===== config.mk =====
export PLATFORM = sky130hd
export DESIGN_NAME = reg_in_fifo
export DESIGN_NICKNAME = d
export VERILOG_FILES = /design/src/rtl/reg_in_fifo.sv
export SDC_FILE = /design/constraint.sdc
export NUM_CORES = 1
export LEC_CHECK = 0
export ABC_AREA = 1
export CORE_MARGIN = 4
export CORE_UTILIZATION = 56
export DETAILED_ROUTE_END_ITERATION = 12
export HOLD_SLACK_MARGIN = 0.03
export PLACE_DENSITY = 0.79
export SYNTH_ARGS = -nofsm -noshare
export SYNTH_HDL_FRONTEND = slang
export SYNTH_SLANG_ARGS = --single-unit

===== constraint.sdc =====
create_clock -name clock -period 3.61 [get_ports clock]
set_input_delay 0.5415 -clock clock [delete_from_list [all_inputs] [get_ports clock]]
set_output_delay 0.5415 -clock clock [all_outputs]
set_load 0.02 [all_outputs]

===== src/rtl/reg_in_fifo.sv =====
// Input-side entry buffer: a small FIFO feeding pipeline stage x1 through a stall-aware output register.
// Optional same-edge bypass into the output register when the FIFO is empty: define REG_IN_FIFO_BYPASS_EN.
module reg_in_fifo #(
  parameter int DATA_W = 16,
  parameter int DEPTH  = 4,
  parameter int CNT_W  = $clog2(DEPTH) + 1
) (
  input  logic              clock,
  input  logic              reset,
  input  logic              datainv,
  input  logic [DATA_W-1:0] datain,
  output logic              inputs_full,
  input  logic              pipe_stall,
  output logic              datavx1,
  output logic [DATA_W-1:0] datax1,
  output logic [CNT_W-1:0]  count,
  output logic              overflow
);

  localparam int IDX_W = $clog2(DEPTH);
  localparam int PTR_W = IDX_W + 1;

  logic [DATA_W-1:0] mem [DEPTH];
  logic [PTR_W-1:0]  wr_ptr, rd_ptr;
  logic [PTR_W-1:0]  wr_ptr_nxt, rd_ptr_nxt;
  logic [IDX_W-1:0]  wr_idx, rd_idx;

  logic              fifo_empty, fifo_full;
  logic              push, pop, drop, bypass;

  logic              datavx1_nxt;
  logic [DATA_W-1:0] datax1_nxt;
  logic              overflow_nxt;

  assign wr_idx = wr_ptr[IDX_W-1:0];
  assign rd_idx = rd_ptr[IDX_W-1:0];

  // The extra wrap bit separates "full" from "empty" when the index bits coincide.
  assign fifo_empty  = (wr_ptr == rd_ptr);
  assign fifo_full   = (wr_idx == rd_idx) && (wr_ptr[IDX_W] != rd_ptr[IDX_W]);
  assign inputs_full = fifo_full;
  assign count       = CNT_W'(wr_ptr - rd_ptr);

`ifdef REG_IN_FIFO_BYPASS_EN
  assign bypass = datainv && fifo_empty && !pipe_stall;
`else
  assign bypass = 1'b0;
`endif

  // Fullness is judged on the current occupancy only; a same-cycle pop never admits a push.
  assign push = datainv && !fifo_full && !bypass;
  assign drop = datainv && fifo_full;
  assign pop  = !pipe_stall && !fifo_empty;

  // NOTE: every variable written here gets a default first, so no path can leave it unassigned and infer a latch.
  always_comb begin
    wr_ptr_nxt   = wr_ptr;
    rd_ptr_nxt   = rd_ptr;
    datavx1_nxt  = datavx1;
    datax1_nxt   = datax1;
    overflow_nxt = overflow || drop;

    if (push) wr_ptr_nxt = wr_ptr + PTR_W'(1);

    if (!pipe_stall) begin
      if (pop) begin
        datax1_nxt  = mem[rd_idx];
        datavx1_nxt = 1'b1;
        rd_ptr_nxt  = rd_ptr + PTR_W'(1);
      end else if (bypass) begin
        datax1_nxt  = datain;
        datavx1_nxt = 1'b1;
      end else begin
        datavx1_nxt = 1'b0;
      end
    end
  end

  // NOTE: registers update with non-blocking assignments so every flop samples pre-edge values, whatever the statement order.
  always_ff @(posedge clock) begin
    if (reset) begin
      wr_ptr   <= '0;
      rd_ptr   <= '0;
      datavx1  <= 1'b0;
      datax1   <= '0;
      overflow <= 1'b0;
    end else begin
      wr_ptr   <= wr_ptr_nxt;
      rd_ptr   <= rd_ptr_nxt;
      datavx1  <= datavx1_nxt;
      datax1   <= datax1_nxt;
      overflow <= overflow_nxt;
    end
  end

  // NOTE: the storage array is deliberately not reset; the pointers alone decide which entries are live.
  always_ff @(posedge clock) begin
    if (push && !reset) mem[wr_idx] <= datain;
  end

endmodule


* Word-level counts from Yosys, hierarchy flattened
Memory sizes are Yosys's and may differ from the RTL's. A register that Yosys moved wholly into a read port is not among the register bits.
Index checks and enable logic that the tools add are counted.
** Cells by class
- Add/subtract/negate cells :: 3
- Eq/ne operators :: 3
- Multiplexer cells :: 3
- Bitwise operators :: 1
- Reduce and logical (&&, ||, !) cells :: 11
** Operators by type and width (number)
- adder 3 x 1 -> 3 bit (second input constant) :: 2
- logical AND 1 bit :: 5
- zero test 1 bit :: 4
- == test 3 bit :: 1
- two-way mux 1 bit :: 3
- subtractor 3 bit :: 1
- == test 2 bit :: 1
- AND reduction 2 bit :: 1
- logical OR 1 bit :: 1
- inequality test 1 bit :: 1
- inverter 1 bit :: 1
** Word-level totals
- Register bits :: 8
- Memory bits (writable) :: 64
- Input port bits :: 20
- Memories :: 1
** Memory list
- mem :: words 4, bits a word 16, rd ports 1, clocked after Yosys merged registers in 1, wr ports 1, line 23 : logic [DATA_W-1:0] mem [DEPTH];

* Logic depth before layout (Yosys ltp)
Gate-level depths: netlist of run 1.
- Depth after elaboration :: 7
- Gate-level depth with buffers :: 12
- Depth with buffers taken out :: 9

* Worst setup path after synthesis of run 1
OpenSTA, ideal clock, no wires.
- Kind :: reg2reg
- From :: register rd_ptr[1]
- To :: memory mem[3][0], enable pin
- Setup time :: 0.409 ns
- Arrival time :: 2.549 ns
- Data required time :: 3.201 ns
- Setup slack :: 0.652 ns
- Stages on the path, launching flop included :: 10
- Path buffers :: 2
- Period minus slack after synthesis :: 2.958 ns
- Path through :: dfxtp_1 -> buf_2 -> inv_2 -> buf_2 -> ha_1 -> nand2_1 -> inv_1 -> nand3_2 -> inv_1 -> nor3_1
** Between the ends
- Word-level cells in the longest chain between the ends :: 7
** Ends and longest elaborated chain
- from (decl) :: line 24 : logic [PTR_W-1:0] wr_ptr, rd_ptr;
- from (signal assigned) :: line 89 : rd_ptr <= rd_ptr_nxt;
- == test 2 bit :: line 40 : assign fifo_full = (wr_idx == rd_idx) && (wr_ptr[IDX_W] != rd_ptr[IDX_W]);
- logical AND 1 bit :: line 40
- via inputs_full :: line 12 : output logic inputs_full,
- zero test 1 bit :: line 51 : assign push = datainv && !fifo_full && !bypass;
- logical AND 1 bit :: line 51
- logical AND 1 bit :: line 98 : if (push && !reset) mem[wr_idx] <= datain;
- two-way mux 1 bit :: line 98
- two-way mux 1 bit (not written as such) :: line 98
- to (decl) :: line 23
The timed path passes the listed nets, and every way through them passes these cells.

* Worst setup path after layout of run 1
- From :: register rd_ptr[1]
- To :: output port inputs_full
** Between the ends
- Word-level cells in the longest chain between the ends :: 2
** Ends and longest elaborated chain (line)
- == test 2 bit :: 40
- logical AND 1 bit :: 40
- to (decl) :: 12
Every way passes these cells.

==> results of run 1 <==
-- routing by layer --
metal,part of all wire,GRT usage,vias up
met2,0.54,0.324,68
met1,0.39,0.207,1225
met4,0.023,0.107,0
li1,-,-,1363
met5,0,0,-
met3,0.053,0.0373,14
-- worst max path at each step --
stage / cells past startpoint / from / end
2_1_floorplan: 9 / rd_ptr[1] / mem[3][0]
3_3_place_gp: 8 / rd_ptr[1] / inputs_full
3_5_place_dp: 8 / rd_ptr[1] / inputs_full
4_1_cts: 8 / rd_ptr[1] / inputs_full
5_1_grt: 8 / rd_ptr[1] / inputs_full
6_report: 8 / rd_ptr[1] / inputs_full
-- area by class of cell --
| cell class | instances | area [um2] |
|---|---|---|
| Sequential cell | 88 | 2400 |
| Fill cell | 521 | 2210 |
| Multi-Input combinational cell | 245 | 1120 |
| Timing Repair Buffer | 48 | 463 |
| Inverter | 67 | 251 |
| Clock buffer | 11 | 131 |
| Tap cell | 80 | 100 |
| Clock inverter | 5 | 80.1 |
-- power by group --
part,internal [mW],switching (mW),leakage (nW),total (mW)
Combinational,0.230,0.375,1.13,0.605
Clock,0.391,0.338,0.102,0.729
Sequential,1.15,0.0286,0.779,1.18
Total,1.77,0.741,2.01,2.51
-- per-stage QoR --
stage               setup WS (ps)   util
floorplan                     652      -
global placement              946  0.642
detailed placement            874  0.642
CTS                           466  0.674
global route                  328  0.674
finish                        503  0.674
-- cells by family (layout without fill, tap and decap cells) --
kind of cell               Yosys count  count (layout)
DFF                                 88              88
buffers and inverters               82             131
adders and majority gates            8               8
and+or+nand+nor                    228             228
AOI/OAI and AO/OA                    8               8
xor gates and xnor gates             1               1
-- critical path: stages (launching register included) --
cell,delay [ps]
sky130_fd_sc_hd__dfxtp_1,330
sky130_fd_sc_hd__buf_4,240
sky130_fd_sc_hd__inv_2,200
sky130_fd_sc_hd__ha_1,330
sky130_fd_sc_hd__nand2_1,40
sky130_fd_sc_hd__inv_1,110
sky130_fd_sc_hd__nand3_2,180
sky130_fd_sc_hd__inv_1,150
sky130_fd_sc_hd__clkdlybuf4s50_1,620
-- cell usage in the layout (no fill, tap or decap), drive strengths merged --
master	instances
edfxtp	64
ha	7
xor2	1
dfxtp	24
fa	1
a21oi	8
clkbuf	11
nand2	160
clkinv	1
clkdlybuf4s50	41
nand3	24
nor3	1
nor2	42
nand3b	1
bufinv	2
buf	7
clkinvlp	1
inv	68
-- registers in the layout, indices dropped and copies added (netlist names) --
signal    count
datavx1       1
mem          64
rd_ptr        3
datax1       16
wr_ptr        3
overflow      1
==> flow_summary.ini, run 1 <==
[outcome]
outcome = finished clean

[sta]
rsz0062_at_grt = false
timing.final.hold_violations = 0
setup_violations = 0
final.hold.worst_slack_ps = 457
final_max_slew_viol_count = 0
clock-skew-final_ps = 12.8
final_period_minus_worst_setup_slack_ps = 3110
timing_worst_slew_pin_value_ps = 536
period_share = 0.861
relSlewSlack = 0.642
clock.fmax_mhz = 322
finalSetupTns_ps = 0

[cts]
cts_tree = done
path_clk_slew_ps = 90
cts_h_tree_lvls = 3
inserted_clock_buffers = 9
cts-root-buf = sky130_fd_sc_hd__clkbuf_8
clkLatencyLatePin_ps = 350
holdBufCountCts = 0
cts_setup_buffers = 0
cts_sinks = 88
postCtsResizedCells = 0
ctsLongestPathBuffers = 2

[worst_setup_path]
worstReg2RegStart = rd_ptr[1]
setup.worst_path.start_class = flop
critical_path_fanouts_max = 19
worstSetupPathType = reg2out
r2r-end = mem[2][1]
critical_path_required_ps = 3070
cp_data_arrival_time_ps = 2570
timing.reg2reg.worst_path_depth = 9
r2r_slack_ps = 1310
critPathCaptureType = output pin

[synthesis]
post_synth_mux_area_share = 0
mappedNetlistArea_mm2 = 0.00387
ys_types = 23
yosys-top-cells-area = sky130_fd_sc_hd__edfxtp_1 (50%), sky130_fd_sc_hd__nand2_1 (15%), sky130_fd_sc_hd__dfxtp_1 (12%)
synth.net_count = 443
synth-simple-area-share = 0.248
synth_flop_cell = sky130_fd_sc_hd__edfxtp_1
flop_and_latch_count_out_of_synthesis = 88
netlist_instances = 415
synth-compound-area-share = 0.0103
synth_enable_flop_cells = 64
synthDominantAreaCellType = sky130_fd_sc_hd__edfxtp_1
synth_top_area_share = 0.496
async_reset_ff_frac = 0
yosysWarnings = 0
yosys-top-cells-count = sky130_fd_sc_hd__nand2_1 (159), sky130_fd_sc_hd__inv_1 (65), sky130_fd_sc_hd__edfxtp_1 (64)
synth.yosys.seq_area_share = 0.620
synthesis.area_per_instance_um2 = 9.33
synth_top_family_by_area = simple AND/OR/NAND/NOR gates
synth-adder-area-share = 0.0278
post_synth_xor_area_fraction = 0.00226
yosys.cell_count.top_type = sky130_fd_sc_hd__nand2_1

[drt]
routed_wire_length_per_instance_um = 13.1
dr_drc_count = 0
drt.antenna.violating_nets = 0
totalWireLength_mm = 7.15
detail_route.first_pass.iterations = 4
num_vias = 2670
number_of_drc_violations_after_detailed_routing_iteration_0 = 170
route.detailed.vias_per_inst = 4.91

[placement]
placed_area_mm2 = 0.00434
routabilityCongestion = 0.822
place.port_buffers = 41
place.detailed.hpwl_mm = 4.47
placed_cells = 528

[global_routing]
grt_max_degree = 37
overflow = 0
vias_in_the_first_global_route = 2705
global_route.usage.total = 0.185
grt_pass1_wl_mm = 12.0
number_of_antenna_violations_at_the_first_check_in_global_routing = 0

[layout]
finish.net_count = 487
drive_gt1_frac = 0.0948
cell_area_after_layout_mm2 = 0.00455
final-instance-count-excl-fill = 544
synthToLayoutAreaGrowth_pct = 17.5
diodes = 0

[die]
die_h_um = 91.2
starting_density_of_the_core = 0.573
io_pins = 42
core_mm2 = 0.00676
die-area_mm2 = 0.00831
die_width_um = 91.2
row_count = 30

[power]
total_power_mw = 2.51
power.density_cell_area_mw_per_mm2 = 552
power.leakage_nw = 2.01
max-vdd-ir-drop_mv = 0.294

[hold_path]
min_to = overflow
holdCritPathClass = reg2reg
holdPathStages = 2
hold_start = overflow

[run]
cap_violations = 0
No activity file was read; power rests on OpenSTA's default activity.
==> inputs of run 2 (changes only) <==
--- a/config.mk
+++ b/config.mk
@@ -6,7 +6,7 @@
 export NUM_CORES = 1
 export LEC_CHECK = 0
 export ABC_AREA = 1
-export CORE_MARGIN = 4
+export CORE_MARGIN = 2
 export CORE_UTILIZATION = 56
 export DETAILED_ROUTE_END_ITERATION = 12
 export HOLD_SLACK_MARGIN = 0.03
==> run 2 against run 1 <==
  * Register-to-register slack better by 50 ps
  * Final area decreased by 0.33%
  * Clock power down 8.0%
  * Utilization decreased by 0.22 points
  * Final cell count did not move
  * Critical path depth is the same
  * Sequential power barely moved
  * Routed wire length shrank 4.2%
  * Non-clock buffer count is the same
  * Worst hold slack got worse by 4.0 ps
  * Fmax up 1.1%
==> flow_summary.ini, run 2 (same netlist as run 1, synthesis figures left out) <==
[cts]
postCtsResizedCells = 0
cts_tree = done
cts_h_tree_lvls = 3
cts_setup_buffers = 0
holdBufCountCts = 0
path_clk_slew_ps = 90
cts_sinks = 88
ctsLongestPathBuffers = 2
cts-root-buf = sky130_fd_sc_hd__clkbuf_8
clkLatencyLatePin_ps = 350
inserted_clock_buffers = 9

[drt]
drt.antenna.violating_nets = 0
number_of_drc_violations_after_detailed_routing_iteration_0 = 198
detail_route.first_pass.iterations = 4
dr_drc_count = 0
totalWireLength_mm = 6.85
num_vias = 2650
routed_wire_length_per_instance_um = 12.6
route.detailed.vias_per_inst = 4.87

[worst_setup_path]
worstSetupPathType = reg2out
critical_path_required_ps = 3070
critPathCaptureType = output pin
critical_path_fanouts_max = 19
cp_data_arrival_time_ps = 2530
setup.worst_path.start_class = flop

[layout]
multi_input_gate_area_mm2 = 0.00112
largest_register = mem
top_regs = mem (64), datax1 (16)
ff_latch_area_mm2 = 0.00240
number_of_flip_flops_in_the_largest_register = 64
finish.net_count = 487
diodes = 0
mostFrequentLayoutCell = sky130_fd_sc_hd__nand2_1
drive_gt1_frac = 0.0991
num-fill-cells = 521
commonest_non_fill_non_tap_cells_in_the_layout = sky130_fd_sc_hd__nand2_1 (159), sky130_fd_sc_hd__inv_1 (65), sky130_fd_sc_hd__edfxtp_1 (64)
synthToLayoutAreaGrowth_pct = 17.1

[placement]
routabilityCongestion = 0.761
place.detailed.hpwl_mm = 4.41
place.port_buffers = 41

[power]
power.density_cell_area_mw_per_mm2 = 541
total_power_mw = 2.45
power.leakage_nw = 2.01
max-vdd-ir-drop_mv = 0.299

[die]
starting_density_of_the_core = 0.573
die-area_mm2 = 0.00760
core_mm2 = 0.00676
die_h_um = 87.2
row_count = 30
die_width_um = 87.2
io_pins = 42

[sta]
timing_worst_slew_pin_value_ps = 537
clock-skew-final_ps = 4.65
finalSetupTns_ps = 0
timing.final.hold_violations = 0
period_share = 0.851
rsz0062_at_grt = false
final_max_slew_viol_count = 0
final_period_minus_worst_setup_slack_ps = 3070
setup_violations = 0
relSlewSlack = 0.642
clock.fmax_mhz = 325

[global_routing]
vias_in_the_first_global_route = 2613
overflow = 0
grt_pass1_wl_mm = 11.6
grt_max_degree = 37
number_of_antenna_violations_at_the_first_check_in_global_routing = 0
global_route.usage.total = 0.200

[run]
cap_violations = 0

[hold_path]
holdCritPathClass = reg2reg

[outcome]
outcome = finished clean
## run 2: changes by cell type in the layout (fill, tap and decap cells not counted), sizes merged
cell,previous run,this run
bufinv,2,1
clkbuf,11,10
clkinv,1,3
## run 2: worst paths after layout
path	from	endpoint	slack, ps	depth (start not counted)
max reg2reg	rd_ptr[1]	mem[2][15]	1360	9
min reg2reg	overflow	overflow	450	2
min	overflow	overflow	450	2
max	rd_ptr[1]	inputs_full	540	8
## run 2: critical path, cell delays in order, from the launching register on
cell                              delay [ps]
sky130_fd_sc_hd__dfxtp_1                 310
sky130_fd_sc_hd__buf_4                   240
sky130_fd_sc_hd__inv_2                   210
sky130_fd_sc_hd__ha_1                    330
sky130_fd_sc_hd__nand2_1                  50
sky130_fd_sc_hd__inv_1                   120
sky130_fd_sc_hd__nand3_2                 170
sky130_fd_sc_hd__inv_1                   140
sky130_fd_sc_hd__clkdlybuf4s50_1         610
## run 2: cell type report
type                       count  share of cell area
inverter                      67              0.0554
multi-input combinational    245               0.247
sequential                    88               0.530
timing repair buffer          48               0.102
clock buffer                  10              0.0281
tap                           80              0.0221
clock inverter                 6              0.0152
## run 2: where the power goes
| group | leakage, nW | internal, mW | switching [mW] | total (mW) |
|---|---|---|---|---|
| Sequential | 0.779 | 1.15 | 0.0275 | 1.18 |
| Combinational | 1.13 | 0.230 | 0.374 | 0.604 |
| Clock | 0.0968 | 0.324 | 0.347 | 0.671 |
## run 2: routing by layer
metal  part of all wire  wire (um)  global-route usage  vias up
met3              0.047        320              0.0256        8
met5                  0          0                   0        -
met2               0.51       3490               0.357       67
li1                   -          -                   -     1361
met4              0.013         87              0.0797        0
met1               0.43       2950               0.246     1214
## run 2: metrics by stage
step	instances	util	hold WS [ps]	instance area [um2]	setup WS, ps
floorplan	415	-	516	3870	652
finish	544	0.671	453	4540	536
global route	544	0.671	500	4540	384
global placement	528	0.642	437	4340	951
CTS	544	0.671	458	4540	512
detailed placement	528	0.642	445	4340	907
